## config.mk

```make
export PLATFORM = sky130hd
export DESIGN_NAME = comp_sort_ctrl_flat
export DESIGN_NICKNAME = d
export VERILOG_FILES = /design/src/rtl/comp_pkg.sv /design/src/rtl/comp_sort_ctrl_if.sv /design/src/rtl/comp.sv /design/src/rtl/comp_sort_ctrl.sv /design/src/flat_wrapper.sv
export SDC_FILE = /design/constraint.sdc
export NUM_CORES = 1
export LEC_CHECK = 0
export CAP_MARGIN = 20
export CORE_MARGIN = 5
export CORE_UTILIZATION = 55
export DETAILED_ROUTE_END_ITERATION = 10
export PLACE_DENSITY = 0.84
export RECOVER_POWER = 25
export SLEW_MARGIN = 20
export SYNTH_ARGS = -nofsm -noshare
export SYNTH_HDL_FRONTEND = slang
export SYNTH_SLANG_ARGS = --single-unit
```

## constraint.sdc

```tcl
create_clock -name clk -period 7.9 [get_ports clk]
set_clock_uncertainty 0.2 [all_clocks]
set_input_delay 1.185 -clock clk [delete_from_list [all_inputs] [get_ports clk]]
set_output_delay 1.185 -clock clk [all_outputs]
set_load 0.02 [all_outputs]
```

## src/rtl/comp_pkg.sv

```systemverilog
// Shared definitions for the comparator-based sort sequencer.
package comp_pkg;

    // Width of every stored value and of the comparator operands.
    localparam int unsigned DATA_W = 4;

    // Sequencer states.
    typedef enum logic [1:0] {
        IDLE = 2'd0,
        SORT = 2'd1,
        DONE = 2'd2
    } state_t;

endpackage

```

## src/rtl/comp_sort_ctrl_if.sv

```systemverilog
// Load, control, status and read-back signals of the sort sequencer.
interface comp_sort_ctrl_if #(
    parameter int unsigned AW = 3,
    parameter int unsigned CW = 8
);
    import comp_pkg::*;

    logic              clear;
    logic              load_valid;
    logic [DATA_W-1:0] load_data;
    logic              load_ready;
    logic              start;
    logic              busy;
    logic              done;
    logic [AW:0]       count;
    logic [CW-1:0]     swap_count;
    logic [AW-1:0]     rd_addr;
    logic [DATA_W-1:0] rd_data;

    // Driver side (environment feeding the sequencer).
    modport master (
        output clear, load_valid, load_data, start, rd_addr,
        input  load_ready, busy, done, count, swap_count, rd_data
    );

    // Sequencer side.
    modport slave (
        input  clear, load_valid, load_data, start, rd_addr,
        output load_ready, busy, done, count, swap_count, rd_data
    );

endinterface

```

## src/rtl/comp.sv

```systemverilog
// Unsigned magnitude comparator; exactly one of the three flags is high.
module comp
    import comp_pkg::*;
(
    input  logic [DATA_W-1:0] a,
    input  logic [DATA_W-1:0] b,
    output logic              isbig,
    output logic              iseq,
    output logic              issmall
);

    // Pure combinational three-way compare of a against b.
    always_comb begin
        isbig   = (a > b);
        iseq    = (a == b);
        issmall = (a < b);
    end

endmodule

```

## src/rtl/comp_sort_ctrl.sv

```systemverilog
// Bubble-sort sequencer: fills a small buffer, then sorts it in place using a
// single shared comparator, one compare-and-swap step per clock.
module comp_sort_ctrl
    import comp_pkg::*;
#(
    parameter int unsigned DEPTH = 8,
    parameter int unsigned AW    = 3,
    parameter int unsigned CW    = 8
) (
    input logic             clk,
    input logic             rst,
    comp_sort_ctrl_if.slave bus
);

    if (AW != $clog2(DEPTH)) begin : g_bad_aw
        $error("AW must equal clog2(DEPTH)");
    end

    localparam logic [AW:0] DEPTH_C = (AW + 1)'(DEPTH);
    localparam logic [AW:0] TWO_C   = (AW + 1)'(2);

    state_t            state_q, state_d;
    logic [DATA_W-1:0] mem [DEPTH];
    logic [AW:0]       count_q;
    logic [CW-1:0]     swap_count_q;
    logic [AW-1:0]     idx_q;
    logic [AW-1:0]     pass_q;
    logic              swapped_q;

    logic [AW-1:0]     idx_nxt;
    logic [AW:0]       last_idx;
    logic [DATA_W-1:0] cmp_a, cmp_b;
    logic              isbig, iseq, issmall;
    logic              do_swap;
    logic              pass_end;
    logic              last_pass;
    logic              load_fire;

    comp u_comp (
        .a       (cmp_a),
        .b       (cmp_b),
        .isbig   (isbig),
        .iseq    (iseq),
        .issmall (issmall)
    );

    // The comparator must always give exactly one verdict.
    assert property (@(posedge clk) disable iff (rst) $onehot({isbig, iseq, issmall}));

    // Comparator operands, pass bookkeeping and handshake outputs.
    always_comb begin
        idx_nxt   = idx_q + 1'b1;
        last_idx  = count_q - TWO_C;
        cmp_a     = mem[idx_q];
        cmp_b     = mem[idx_nxt];
        // Only isbig swaps, so equal values keep their order.
        do_swap   = (state_q == SORT) && isbig;
        pass_end  = ({1'b0, idx_q} == last_idx);
        last_pass = ({1'b0, pass_q} == last_idx);

        bus.load_ready = (state_q == IDLE) && !bus.clear && !bus.start && (count_q < DEPTH_C);
        load_fire      = bus.load_valid && bus.load_ready;
        bus.busy       = (state_q == SORT);
        bus.done       = (state_q == DONE);
        bus.count      = count_q;
        bus.swap_count = swap_count_q;
        bus.rd_data    = ({1'b0, bus.rd_addr} < DEPTH_C) ? mem[bus.rd_addr] : '0;
    end

    // Next-state logic.
    always_comb begin
        state_d = state_q;
        unique case (state_q)
            IDLE: begin
                if (!bus.clear && bus.start) begin
                    state_d = (count_q >= TWO_C) ? SORT : DONE;
                end
            end
            SORT: begin
                // A pass with no swap (including this step) means sorted.
                if (pass_end && (!(swapped_q || do_swap) || last_pass)) begin
                    state_d = DONE;
                end
            end
            DONE:    state_d = IDLE;
            default: state_d = IDLE;
        endcase
    end

    // State register.
    always_ff @(posedge clk or posedge rst) begin
        if (rst) begin
            state_q <= IDLE;
        end else begin
            state_q <= state_d;
        end
    end

    // Buffer, counters and sort indices.
    always_ff @(posedge clk or posedge rst) begin
        if (rst) begin
            for (int k = 0; k < DEPTH; k++) begin
                mem[k] <= '0;
            end
            count_q      <= '0;
            swap_count_q <= '0;
            idx_q        <= '0;
            pass_q       <= '0;
            swapped_q    <= 1'b0;
        end else begin
            unique case (state_q)
                IDLE: begin
                    if (bus.clear) begin
                        count_q <= '0;
                    end else if (bus.start) begin
                        swap_count_q <= '0;
                        idx_q        <= '0;
                        pass_q       <= '0;
                        swapped_q    <= 1'b0;
                    end else if (load_fire) begin
                        mem[count_q[AW-1:0]] <= bus.load_data;
                        count_q              <= count_q + 1'b1;
                    end
                end
                SORT: begin
                    if (do_swap) begin
                        mem[idx_q]   <= cmp_b;
                        mem[idx_nxt] <= cmp_a;
                        swapped_q    <= 1'b1;
                        if (swap_count_q != '1) begin
                            swap_count_q <= swap_count_q + 1'b1;
                        end
                    end
                    if (pass_end) begin
                        idx_q     <= '0;
                        pass_q    <= pass_q + 1'b1;
                        swapped_q <= 1'b0;
                    end else begin
                        idx_q <= idx_nxt;
                    end
                end
                default: ;
            endcase
        end
    end

endmodule

```

## src/flat_wrapper.sv

```systemverilog
// flat-port wrapper written by rule: the top's interface ports become plain ports
module comp_sort_ctrl_flat import comp_pkg::*;
#(
    parameter int unsigned DEPTH = 8,
    parameter int unsigned AW    = 3,
    parameter int unsigned CW    = 8
)
  (clk, rst, bus_clear, bus_load_valid, bus_load_data, bus_start, bus_rd_addr, bus_load_ready, bus_busy, bus_done, bus_count, bus_swap_count, bus_rd_data);
  comp_sort_ctrl_if #(.AW(AW), .CW(CW)) bus_i ();
  input logic clk;
  input logic rst;
  input wire logic [$bits(bus_i.clear)-1:0] bus_clear;
  input wire logic [$bits(bus_i.load_valid)-1:0] bus_load_valid;
  input wire logic [$bits(bus_i.load_data)-1:0] bus_load_data;
  input wire logic [$bits(bus_i.start)-1:0] bus_start;
  input wire logic [$bits(bus_i.rd_addr)-1:0] bus_rd_addr;
  output wire logic [$bits(bus_i.load_ready)-1:0] bus_load_ready;
  output wire logic [$bits(bus_i.busy)-1:0] bus_busy;
  output wire logic [$bits(bus_i.done)-1:0] bus_done;
  output wire logic [$bits(bus_i.count)-1:0] bus_count;
  output wire logic [$bits(bus_i.swap_count)-1:0] bus_swap_count;
  output wire logic [$bits(bus_i.rd_data)-1:0] bus_rd_data;
  assign bus_i.clear = bus_clear;
  assign bus_i.load_valid = bus_load_valid;
  assign bus_i.load_data = bus_load_data;
  assign bus_i.start = bus_start;
  assign bus_i.rd_addr = bus_rd_addr;
  assign bus_load_ready = bus_i.load_ready;
  assign bus_busy = bus_i.busy;
  assign bus_done = bus_i.done;
  assign bus_count = bus_i.count;
  assign bus_swap_count = bus_i.swap_count;
  assign bus_rd_data = bus_i.rd_data;
  comp_sort_ctrl #(.DEPTH(DEPTH), .AW(AW), .CW(CW)) u_core (.clk(clk), .rst(rst), .bus(bus_i));
endmodule
```

Word-level counts from Yosys, hierarchy flattened:

Cells that the tools add are included.
Widths: inputs -> output; s select.

* flip-flop bits (word level): 53
* input port bits: 12
* output and inout bits: 19
* logic and storage cells: 120

* add/sub/neg operators: 5
* magnitude comparators: 10
* equal/unequal tests: 16
* multiplexer cells: 46
* bitwise operators: 4
* reduce and logical (&&, ||, !) cells: 25

Operator list (number)
* $mux 32: 4
* $bwmux 32: 3
* $pmux 32 s2: 1
* $mux 4: 12
* $bmux 4 s3: 3
* $demux 4 s3: 3
* $mux 8: 4
* $ge 4x4->1 const B: 4
* $not 3->4: 4
* $pmux 8 s2: 1
* $lt 4x1->1 const B: 3
* $mux 3: 4
* $pmux 3 s2: 2
* $logic_and 1x1->1: 10
* $ne 2x1->1 const B: 5
* $ne 2x2->1 const B: 5
* $reduce_and 5->1: 2
* $add 8x1->8 const B: 1
* $eq 3x4->1: 2
* $ne 8x8->1 const B: 1
* $reduce_and 4->1: 2
* $add 3x1->3 const B: 2
* $mux 2: 3
* $reduce_and 3->1: 2
* 16 further kinds: 23

Depth between registers and ports, before layout:

Gate-level depths: netlist of run 1.

* depth after elaboration: 13
* mapped depth: 16
* mapped depth without buffers: 13

Hierarchy:

Synthesis of run 1 repeated with hierarchy kept, for this count alone.

* cell total of the unflattened synthesis: 500
* area total of the unflattened synthesis: 4418.0 µm²

Modules (own cells, without submodules)
* comp_sort_ctrl: instances 1, cells each 484, area an instance 4289.1 µm², seq. area each 1326.3 µm²
* comp: instances 1, cells each 16, area an instance 128.9 µm², seq. area each 0.0 µm²

Worst setup path before layout of run 1:

No wires, ideal clock.

* path kind: input to output
* start: in bus_rd_addr[0]
* end: out bus_rd_data[0]
* arrival: 2.454 ns
* data required time: 6.515 ns
* path slack: 4.061 ns
* stages on the path: 3
* buffers on the path: 1
* cell sequence: clkbuf_1 mux4_2 mux2_2

* word-level cells in the longest chain between the ends: 4

Ends and longest elaborated chain
* from (decl): line flat_wrapper.sv:16 `input wire logic [$bits(bus_i.rd_addr)-1:0] bus_rd_addr;`
* $not 3->4 (not written as such): line comp_sort_ctrl.sv:67 `bus.rd_data = ({1'b0, bus.rd_addr} < DEPTH_C) ? mem[bus.rd_addr] : '0;`
* $bmux 4 s3: line comp_sort_ctrl.sv:67
* $mux 4 (not written as such) (2 in a row): line comp_sort_ctrl.sv:67
* to (decl): line flat_wrapper.sv:22 `output wire logic [$bits(bus_i.rd_data)-1:0] bus_rd_data;`

No other way between the ends. The select of a mux whose other input is x is not followed.

Worst setup path in the final report of run 1:

* start: in bus_rd_addr[0]
* end: out bus_rd_data[1]

Same word-level chain as after synthesis.

==> impl_metrics.yaml, run 1 <==
critical_path:
  critPathArrivalTime_ns: 3.42
  required_ns: 6.51
  r2r_cells: 9
  cp_top_family: "buffers and inverters"
  endpoint_kind: "primary output"
  slowest_delay_ns: 0.82
  crit_top_cell: "clkdlybuf4s50_1"
  critPathLaunchType: "input port"
  worstReg2RegStart: "u_core.idx_q[1]"
  crit_cells: 4
  path_buf_inv: 2
  worstSetupPathType: "input port to primary output"
  crit_chain: "clkdlybuf4s50_1 -> mux4_2 -> mux2_2 -> clkdlybuf4s50_1"
  rr_endpoint: "u_core.mem[1]"
  reg2reg_setup_slack_ns: 3.18
  crit_start: "bus_rd_addr[0]"
  critical_path.endpoint: "bus_rd_data[1]"
  cp_slowest_cell: "clkdlybuf4s50_1"
  critical_path_peak_fanout: 8
cts:
  clk_latency_ns: 0.32
  post_cts_buffers: 0
  cts_buffers: 5
  clock_sinks: 53
  post_cts_resized: 0
  clock_path_buffers: 2
  hold_buffers: 0
  cts_tree: "built"
  cts-htree-levels: 2
  clock-root-buffer: "clkbuf_8"
  clk_pin_slew_ns: 0.10
sta:
  finalSetupTns_ns: 0
  rsz0062_at_grt: "false"
  fmax_mhz: 208
  hold_viol: 0
  slew_violations: 54
  post-route-period-util_pct: 60.8
  tightest_slew_ns: 2.93
  setup_viol: 0
  min_period_ns: 4.80
  relSlewSlack_pct: -95.3
logic_synthesis:
  synth_edf_count: 0
  async_flop_share_pct: 100
  ys_seq_area_share_pct: 32.7
  synth_seq_cells: 53
  synth_flop_cell: "dfrtp_1"
  syn-cell-area_um2: 4060
  syn-mean-instance-area_um2: 9.85
  syn-num-nets: 437
  synthDistinctLibCells: 60
  syn_inst: 412
  ys_warn_count: 0
layout:
  fillers: 625
  drive_gt1_share_pct: 12.7
  area_growth_pct: 9.87
  multi_input_area_um2: 2540
  layout.nets: 450
  diodes: 0
  stdcell_area_um2: 4460
  seqCellArea_um2: 1330
global_routing:
  globalRoute.busiestLayer: "met2"
  grt-ovfl-total: 0
  grt_max_degree: 54
  gr-usage-met2_pct: 43.9
  grtUsageTotal_pct: 28.0
  grt_first_pass_wirelength_mm: 19.5
  grtUsageMet3_pct: 5.39
  grt_antenna_before_repair: 0
  grt_pass1_vias: 3572
  use_met1_pct: 39.0
floorplan:
  rows: 31
  die_w_um: 95.9
  die_h_um: 95.9
  initial_utilization_pct: 56.2
  die-area_um2: 9190
  core_um2: 7210
  ios: 31
routing:
  drtIter0Drc: 502
  drt_pass1_iterations: 5
  post_drt_wl_per_cell_um: 22.5
  vias: 3609
  postRouteAntennaNets: 0
  viasPerCell: 6.87
  drc: 0
  drt_wl_total_mm: 11.8
power_and_ir_drop:
  p_per_area_nw_per_um2: 341
  internal_power_uw: 766
  swShare_pct: 49.6
  net-switching-power_uw: 754
  pwr-share-seq_pct: 29.3
  ir_drop_mv: 0.164
  pwr-share-comb_pct: 58.0
  power.leakage_uw: 0.00175
  clock_power_share_pct: 12.7
outcome:
  status: "finished with violations"
  violations: "max-capacitance violations, max-slew violations"
placement:
  post-dp-hpwl_mm: 8.46
  placed_cell_area_um2: 4340
  gp_congestion: 1.11
  port-buffer-count: 30
flow_run:
  cap_violations: 1
min_path:
  min_path_type: "register to register"
## worst min-delay path by stage
stage                                start  slack, ns  cells past startpoint          endpoint
after floorplan           u_core.swapped_q       0.25                      2  u_core.swapped_q
after global placement    u_core.swapped_q       0.28                      2  u_core.swapped_q
after detailed placement  u_core.swapped_q       0.28                      2  u_core.swapped_q
after CTS                 u_core.swapped_q       0.31                      2  u_core.swapped_q
after global routing      u_core.swapped_q       0.36                      2  u_core.swapped_q
final                     u_core.swapped_q       0.30                      2  u_core.swapped_q
## power groups by stage
stage | Combinational, uW | Sequential (uW) | Clock (uW)
CTS | 860 | 441 | 195
floorplan | 674 | 400 | 0
finish | 882 | 445 | 193
global route | 964 | 456 | 207
global placement | 842 | 444 | 0
detailed placement | 855 | 447 | 0
## cell type report
class	instances	area share [%]
Clock inverter	3	0.983
Sequential cell	53	29.8
Multi-Input combinational cell	324	57.1
Clock buffer	5	1.54
Inverter	8	0.674
Tap cell	99	2.78
Timing Repair Buffer	33	7.16
## cells in the mapped netlist, drive strengths merged, types with 4 or more instances
cell     n  share of area, %
nor2    25               2.6
a221oi  29               6.3
xor2     7               1.7
nor2b   11               1.7
o31ai   38               7.3
buf     19               3.2
mux2i   13               3.2
o21ai   12               1.7
nand2   62               5.7
o221ai   6               1.9
or4      5               1.0
a2bb2o   4               1.2
clkbuf   8              0.74
nand3    7              0.86
dfrtp   53                33
or3      5              0.77
xnor2    6               1.3
nand2b   4              0.80
and2     6              0.93
inv      8              0.74
mux4    16               8.9
a21oi   15               2.2
nor3     7              0.86
mux2     8               2.2
ha      13               4.0
## registers in the layout (all words and copies together), names as in the netlist
signal / count
u_core.idx_q: 3
u_core.mem: 32
u_core.bus.count: 4
u_core.swapped_q: 1
u_core.bus.swap_count: 8
u_core.state_q: 2
u_core.pass_q: 3
## worst reg2reg max path, stage by stage (launching register included)
cell	delay [ns]
dfrtp_1	0.78
ha_1	0.36
xor2_2	0.71
mux2i_1	0.24
mux4_2	0.51
ha_1	0.33
o211ai_1	0.14
a21oi_2	0.61
a2bb2o_1	0.47
o31ai_1	0.29
## through the flow
step           hold WS [ns]  total power [uW]  worst slack, ns  instances  utilization, %
2_1_floorplan         0.252              1070             4.06        412               -
3_3_place_gp          0.278              1290             3.01        517            60.2
3_5_place_dp          0.282              1300             2.86        517            60.2
4_1_cts               0.306              1500             2.86        525            61.8
5_1_grt               0.361              1630             2.92        525            61.8
6_report              0.303              1520             3.10        525            61.8
## cells by family (layout without fill, tap and decap cells)
family                     after synthesis  count (layout)  synth area share, %
DFF                                     53              53                 32.7
adders and majority gates               13              13                 4.01
muxes                                   37              37                 14.3
buffers and inverters                   35              49                 4.66
xor gates and xnor gates                13              13                 2.99
and+or+nand+nor                        137             137                 16.4
AOI/OAI and AO/OA                      124             124                 24.9
## cell usage in the layout, fill, tap and decap left out, types with 6 or more instances in the layout
master | netlist | final
a21oi_1 | 13 | 12
a221oi_1 | 29 | 29
and2_1 | 6 | 6
clkdlybuf4s50_1 | 0 | 29
dfrtp_1 | 53 | 53
ha_1 | 13 | 13
mux2i_1 | 13 | 13
mux4_2 | 16 | 16
nand2_1 | 62 | 62
nand3_1 | 7 | 7
nor2_1 | 23 | 23
nor2b_1 | 11 | 11
nor3_1 | 7 | 7
o21ai_0 | 7 | 7
o31ai_1 | 36 | 36
xnor2_1 | 6 | 6
xor2_1 | 6 | 6
## metal layers
layer  wire length (um)  part of all wire (%)
met5                  0                     0
met4                258                   2.2
met3                981                   8.3
met2               5480                    46
met1               5090                    43
No activity file was read; power rests on OpenSTA's default activity.
==> inputs of run 2 (changes only) <==
==> constraint.sdc (replaced) <==
create_clock -name clk -period 4.9 [get_ports clk]
set_clock_uncertainty 0.2 [all_clocks]
set_input_delay 0.735 -clock clk [delete_from_list [all_inputs] [get_ports clk]]
set_output_delay 0.735 -clock clk [all_outputs]
set_load 0.02 [all_outputs]
==> run 2 against run 1 <==
Via count increased by 1.5%. Non-clock buffer count increased by 5. Sequential power increased by 57%. Power increased by 66%. Clock power increased by 66%. Largest power group unchanged. Worst setup slack got worse by 2.3 ns. First-iteration DRC count decreased by 21%. The run still ends with max-capacitance violations, max-slew violations left. Die area unchanged. Final cell count increased by 0.95%.
==> impl_metrics.yaml, run 2 (same netlist as run 1, synthesis figures left out) <==
global_routing:
  grt-ovfl-total: 0
  globalRoute.busiestLayer: "met2"
  grt_max_degree: 54
  grtUsageTotal_pct: 29.8
  grtUsageMet3_pct: 6.41
  gr-usage-met2_pct: 46.8
  grt_pass1_vias: 3690
  grt_antenna_before_repair: 0
  grt_first_pass_wirelength_mm: 20.6
  use_met1_pct: 40.4
placement:
  gp_congestion: 0.968
  post-dp-hpwl_mm: 9.05
  port-buffer-count: 30
power_and_ir_drop:
  p_per_area_nw_per_um2: 563
  ir_drop_mv: 0.356
  power.leakage_uw: 0.00177
cts:
  post_cts_resized: 0
  clock-root-buffer: "clkbuf_8"
  cts_tree: "built"
  cts_buffers: 5
  post_cts_buffers: 0
  hold_buffers: 0
  cts-htree-levels: 2
  clock_sinks: 53
  clk_latency_ns: 0.32
  clock_path_buffers: 2
  clk_pin_slew_ns: 0.11
layout:
  final_common_cell: "nand2_1"
  layout.nets: 455
  area_growth_pct: 10.8
  final_util_pct: 62.3
  diodes: 0
  regMostFlops: "u_core.mem"
  final_cell_mix: "nand2_1, dfrtp_1, o31ai_1"
  drive_gt1_share_pct: 13.5
  largest_reg_flops: 32
sta:
  relSlewSlack_pct: -99.5
  slew_violations: 54
  rsz0062_at_grt: "false"
  tightest_slew_ns: 2.99
  fmax_mhz: 242
  post-route-period-util_pct: 84.2
  finalSetupTns_ns: 0
  min_period_ns: 4.12
  setup_viol: 0
  hold_viol: 0
floorplan:
  die_h_um: 95.9
  die_w_um: 95.9
  initial_utilization_pct: 56.2
  rows: 31
  die-area_um2: 9190
  ios: 31
  core_um2: 7210
routing:
  postRouteAntennaNets: 0
  vias: 3664
  viasPerCell: 6.91
  drt_wl_total_mm: 12.7
  post_drt_wl_per_cell_um: 23.9
  drt_pass1_iterations: 5
  drc: 0
  drtIter0Drc: 395
critical_path:
  rr_endpoint: "u_core.bus.swap_count[7]"
  worstReg2RegStart: "u_core.idx_q[2]"
  required_ns: 4.95
  path_buf_inv: 1
  crit_top_cell: "a21oi_1"
  slowest_delay_ns: 0.78
  worstSetupPathType: "register to register"
  critPathLaunchType: "register"
  crit_chain: "xor2_2 -> buf_4 -> mux2i_1 -> o22ai_2 -> a21oi_1 -> ha_1 -> nor2b_1 -> o211ai_1 -> a21boi_1 -> o21ai_2 -> or4_1 -> a21oi_1"
  r2r_cells: 12
  cp_top_family: "compound AO/OA/AOI/OAI gates"
  critPathArrivalTime_ns: 4.18
  critical_path.endpoint: "u_core.bus.swap_count[7]"
  endpoint_kind: "register"
  critical_path_peak_fanout: 16
  crit_cells: 12
  crit_start: "u_core.idx_q[2]"
  cp_slowest_cell: "dfrtp_1"
  reg2reg_setup_slack_ns: 0.78
outcome:
  status: "finished with violations"
  violations: "max-capacitance violations, max-slew violations"
flow_run:
  cap_violations: 1
min_path:
  hp-start: "u_core.swapped_q"
  min_path_cells: 2
  min_path_type: "register to register"
==> run 2: changes by cell type in the layout (fill, tap and decap cells not counted), sizes merged <==
cell and change:
inv -1, buf +5, clkinvlp +1
==> run 2: tightest hold or removal path: cells and delay by family (launching register included) <==
kind | cells | cell delay [ns]
flip-flops | 1 | 0.35
AND/OR/NAND/NOR | 2 | 0.14
==> run 2: how the worst min path moves through the flow <==
stage                  endpoint
2_1_floorplan  u_core.swapped_q
3_3_place_gp   u_core.swapped_q
3_5_place_dp   u_core.swapped_q
4_1_cts        u_core.swapped_q
5_1_grt        u_core.swapped_q
6_report       u_core.swapped_q
==> run 2: cell type report <==
cell class                      instances  area [um^2]
Multi-Input combinational cell        324         2540
Clock buffer                            5         68.8
Inverter                                8         30.0
Sequential cell                        53         1330
Clock inverter                          3         46.3
Timing Repair Buffer                   38          357
Fill cell                             618         2720
Tap cell                               99          124
==> run 2: where the power goes <==
group	internal, uW	switching (uW)
registers	541	159
clock network	153	168
logic	571	937
total	1270	1260
==> run 2: metrics by stage <==
stage / total power, uW / hold slack, ns / area (um^2) / setup slack, ns / std cells
floorplan: 1730 / 0.252 / 4060 / 1.49 / 412
global placement: 2160 / 0.265 / 4380 / 0.904 / 522
detailed placement: 2170 / 0.302 / 4380 / 0.898 / 522
CTS: 2490 / 0.325 / 4500 / 0.862 / 530
global route: 2680 / 0.368 / 4490 / 0.384 / 530
finish: 2530 / 0.326 / 4490 / 0.775 / 530
==> run 2: metal layers <==
layer | vias up | wire length, um
li1 | 1627 | -
met1 | 1730 | 5050
met2 | 265 | 5860
met3 | 42 | 1250
met4 | 0 | 499
met5 | - | 0
==> inputs of run 3 (changes only) <==
==> constraint.sdc (replaced) <==
create_clock -name clk -period 3.92 [get_ports clk]
set_clock_uncertainty 0.2 [all_clocks]
set_input_delay 0.588 -clock clk [delete_from_list [all_inputs] [get_ports clk]]
set_output_delay 0.588 -clock clk [all_outputs]
set_load 0.02 [all_outputs]
==> run 3 against run 2 <==
The flow still finishes with violations (max-capacitance violations, max-slew violations). Register-to-register slack worse by 0.57 ns. Sequential power is 24% higher. Flip-flop and latch count stayed put. Non-clock buffer count is 18 higher. Critical endpoint is now u_core.mem[1]. Largest power group unchanged. Highest routed layer unchanged.
==> impl_metrics.yaml, run 3 (same netlist as run 1, synthesis figures left out) <==
power_and_ir_drop:
  power.leakage_uw: 0.00186
  total_power_uw: 3220
  clock_power_share_pct: 11.8
  ir_drop_mv: 0.413
  internal_power_uw: 1640
  net-switching-power_uw: 1580
  p_per_area_nw_per_um2: 696
  pwr-share-seq_pct: 27.1
  swShare_pct: 49.1
  pwr-share-comb_pct: 61.1
min_path:
  hp-start: "u_core.mem[16]"
  min_path_cells: 2
  whs_endpoint: "u_core.mem[16]"
  min_path_type: "register to register"
outcome:
  status: "finished with violations"
  violations: "max-capacitance violations, max-slew violations"
critical_path:
  critical_path_peak_fanout: 11
  required_ns: 3.94
  critPathLaunchType: "register"
  rr_endpoint: "u_core.mem[1]"
  slowest_delay_ns: 0.50
  r2r_cells: 12
  crit_chain: "ha_1 -> xnor2_2 -> buf_4 -> mux2i_1 -> mux4_2 -> ha_1 -> nand4_1 -> nand2_1 -> a21oi_1 -> buf_4 -> a2bb2o_1 -> o31ai_1"
  worstReg2RegStart: "u_core.idx_q[0]"
  cp_slowest_cell: "mux4_2"
  endpoint_kind: "register"
  critPathArrivalTime_ns: 3.73
  reg2reg_setup_slack_ns: 0.21
  worstSetupPathType: "register to register"
layout:
  area_growth_pct: 14.0
  stdcell_area_um2: 4620
  largest_reg_flops: 32
  drive_gt1_share_pct: 17.0
  final_util_pct: 64.1
  diodes: 0
  final_cell_mix: "nand2_1, dfrtp_1, o31ai_1"
  fillers: 594
  layout.nets: 473
  final_common_cell: "nand2_1"
  regMostFlops: "u_core.mem"
sta:
  rsz0062_at_grt: "false"
  finalSetupTns_ns: 0
  post-route-period-util_pct: 94.7
  relSlewSlack_pct: -2.80
  tightest_slew_ns: 1.54
  hold_viol: 0
  fin_hold_ws_ns: 0.341
  slew_violations: 29
  fmax_mhz: 269
  setup_viol: 0
  min_period_ns: 3.71
cts:
  clock-root-buffer: "clkbuf_8"
  clk_pin_slew_ns: 0.09
  cts_buffers: 5
  clock_path_buffers: 2
  clk_latency_ns: 0.33
  clock_sinks: 53
  cts_tree: "built"
  post_cts_buffers: 0
  cts-htree-levels: 2
floorplan:
  core_um2: 7210
  die_w_um: 95.9
  die-area_um2: 9190
  initial_utilization_pct: 56.2
  rows: 31
  ios: 31
  die_h_um: 95.9
global_routing:
  grt_first_pass_wirelength_mm: 19.8
  grt_pass1_vias: 3595
  grt_antenna_before_repair: 0
  grtUsageTotal_pct: 28.7
  grt-ovfl-total: 0
  grt_max_degree: 42
placement:
  gp_congestion: 1.05
  post-dp-hpwl_mm: 9.22
  placed_cell_area_um2: 4520
  port-buffer-count: 30
routing:
  postRouteAntennaNets: 0
  post_drt_wl_per_cell_um: 22.8
  drt_pass1_iterations: 6
  drtIter0Drc: 550
  drc: 0
  vias: 3805
  viasPerCell: 6.96
  drt_wl_total_mm: 12.5
flow_run:
  cap_violations: 1
run 3: cell count changes in the layout (fill, tap and decap cells not counted):
cell	change
xnor2_1	-1
clkinv_2	+1
clkinvlp_4	-1
xnor2_2	+1
clkinv_1	-1
clkinv_4	-1
buf_4	+18
inv_1	+1
run 3: power by group through the flow:
stage,clock (uW),combinational (uW),sequential [uW]
3_5_place_dp,0,1900,876
4_1_cts,381,1910,865
6_report,380,1970,870
2_1_floorplan,0,1360,807
5_1_grt,406,2090,889
3_3_place_gp,0,1880,867
run 3: critical path: cells and delay by family, from the launching register on:
family          cells  cell delay (ns)
mux                 2             0.62
flops               1             0.39
compound gates      3             0.84
buf+inv             2             0.48
simple gates        2             0.19
fa+ha+maj           2             0.60
xor+xnor            1             0.30
run 3: worst max path at each step:
stage                     slack [ns]            start                 to  cells after the start
final                           0.21  u_core.idx_q[0]      u_core.mem[1]                     12
after CTS                       0.09  u_core.idx_q[0]     u_core.mem[17]                     12
after detailed placement        0.15  u_core.idx_q[0]     u_core.mem[17]                     12
after floorplan                 0.51  u_core.idx_q[1]  u_core.state_q[0]                     13
after global placement           0.1  u_core.idx_q[0]      u_core.mem[1]                     12
after global routing            0.02  u_core.idx_q[0]     u_core.mem[17]                     12
run 3: repair_timing:
item                                    CTS  global route
resized for setup                         0             1
hold buffers                              0             0
endpoints found under the setup margin    0            13
run 3: routing by layer:
metal	global-route usage [%]	routed length [um]
met1	38.2	5020
met2	44.4	5580
met3	7.19	1250
met4	12.1	603
met5	0	0
run 3: stage by stage:
stage / setup WS [ns] / cells
after CTS: 0.0915 / 547
final: 0.209 / 547
after floorplan: 0.507 / 412
after global routing: 0.0250 / 547
after detailed placement: 0.147 / 540
after global placement: 0.0954 / 540
run 3: cell type report:
cell class / instances / area [um^2] / area share, %
Sequential cell: 53 / 1330 / 28.7
Inverter: 8 / 30.0 / 0.649
Timing Repair Buffer: 56 / 492 / 10.6
Tap cell: 99 / 124 / 2.68
Clock inverter: 2 / 35.0 / 0.758
Multi-Input combinational cell: 324 / 2550 / 55.1
Clock buffer: 5 / 68.8 / 1.49
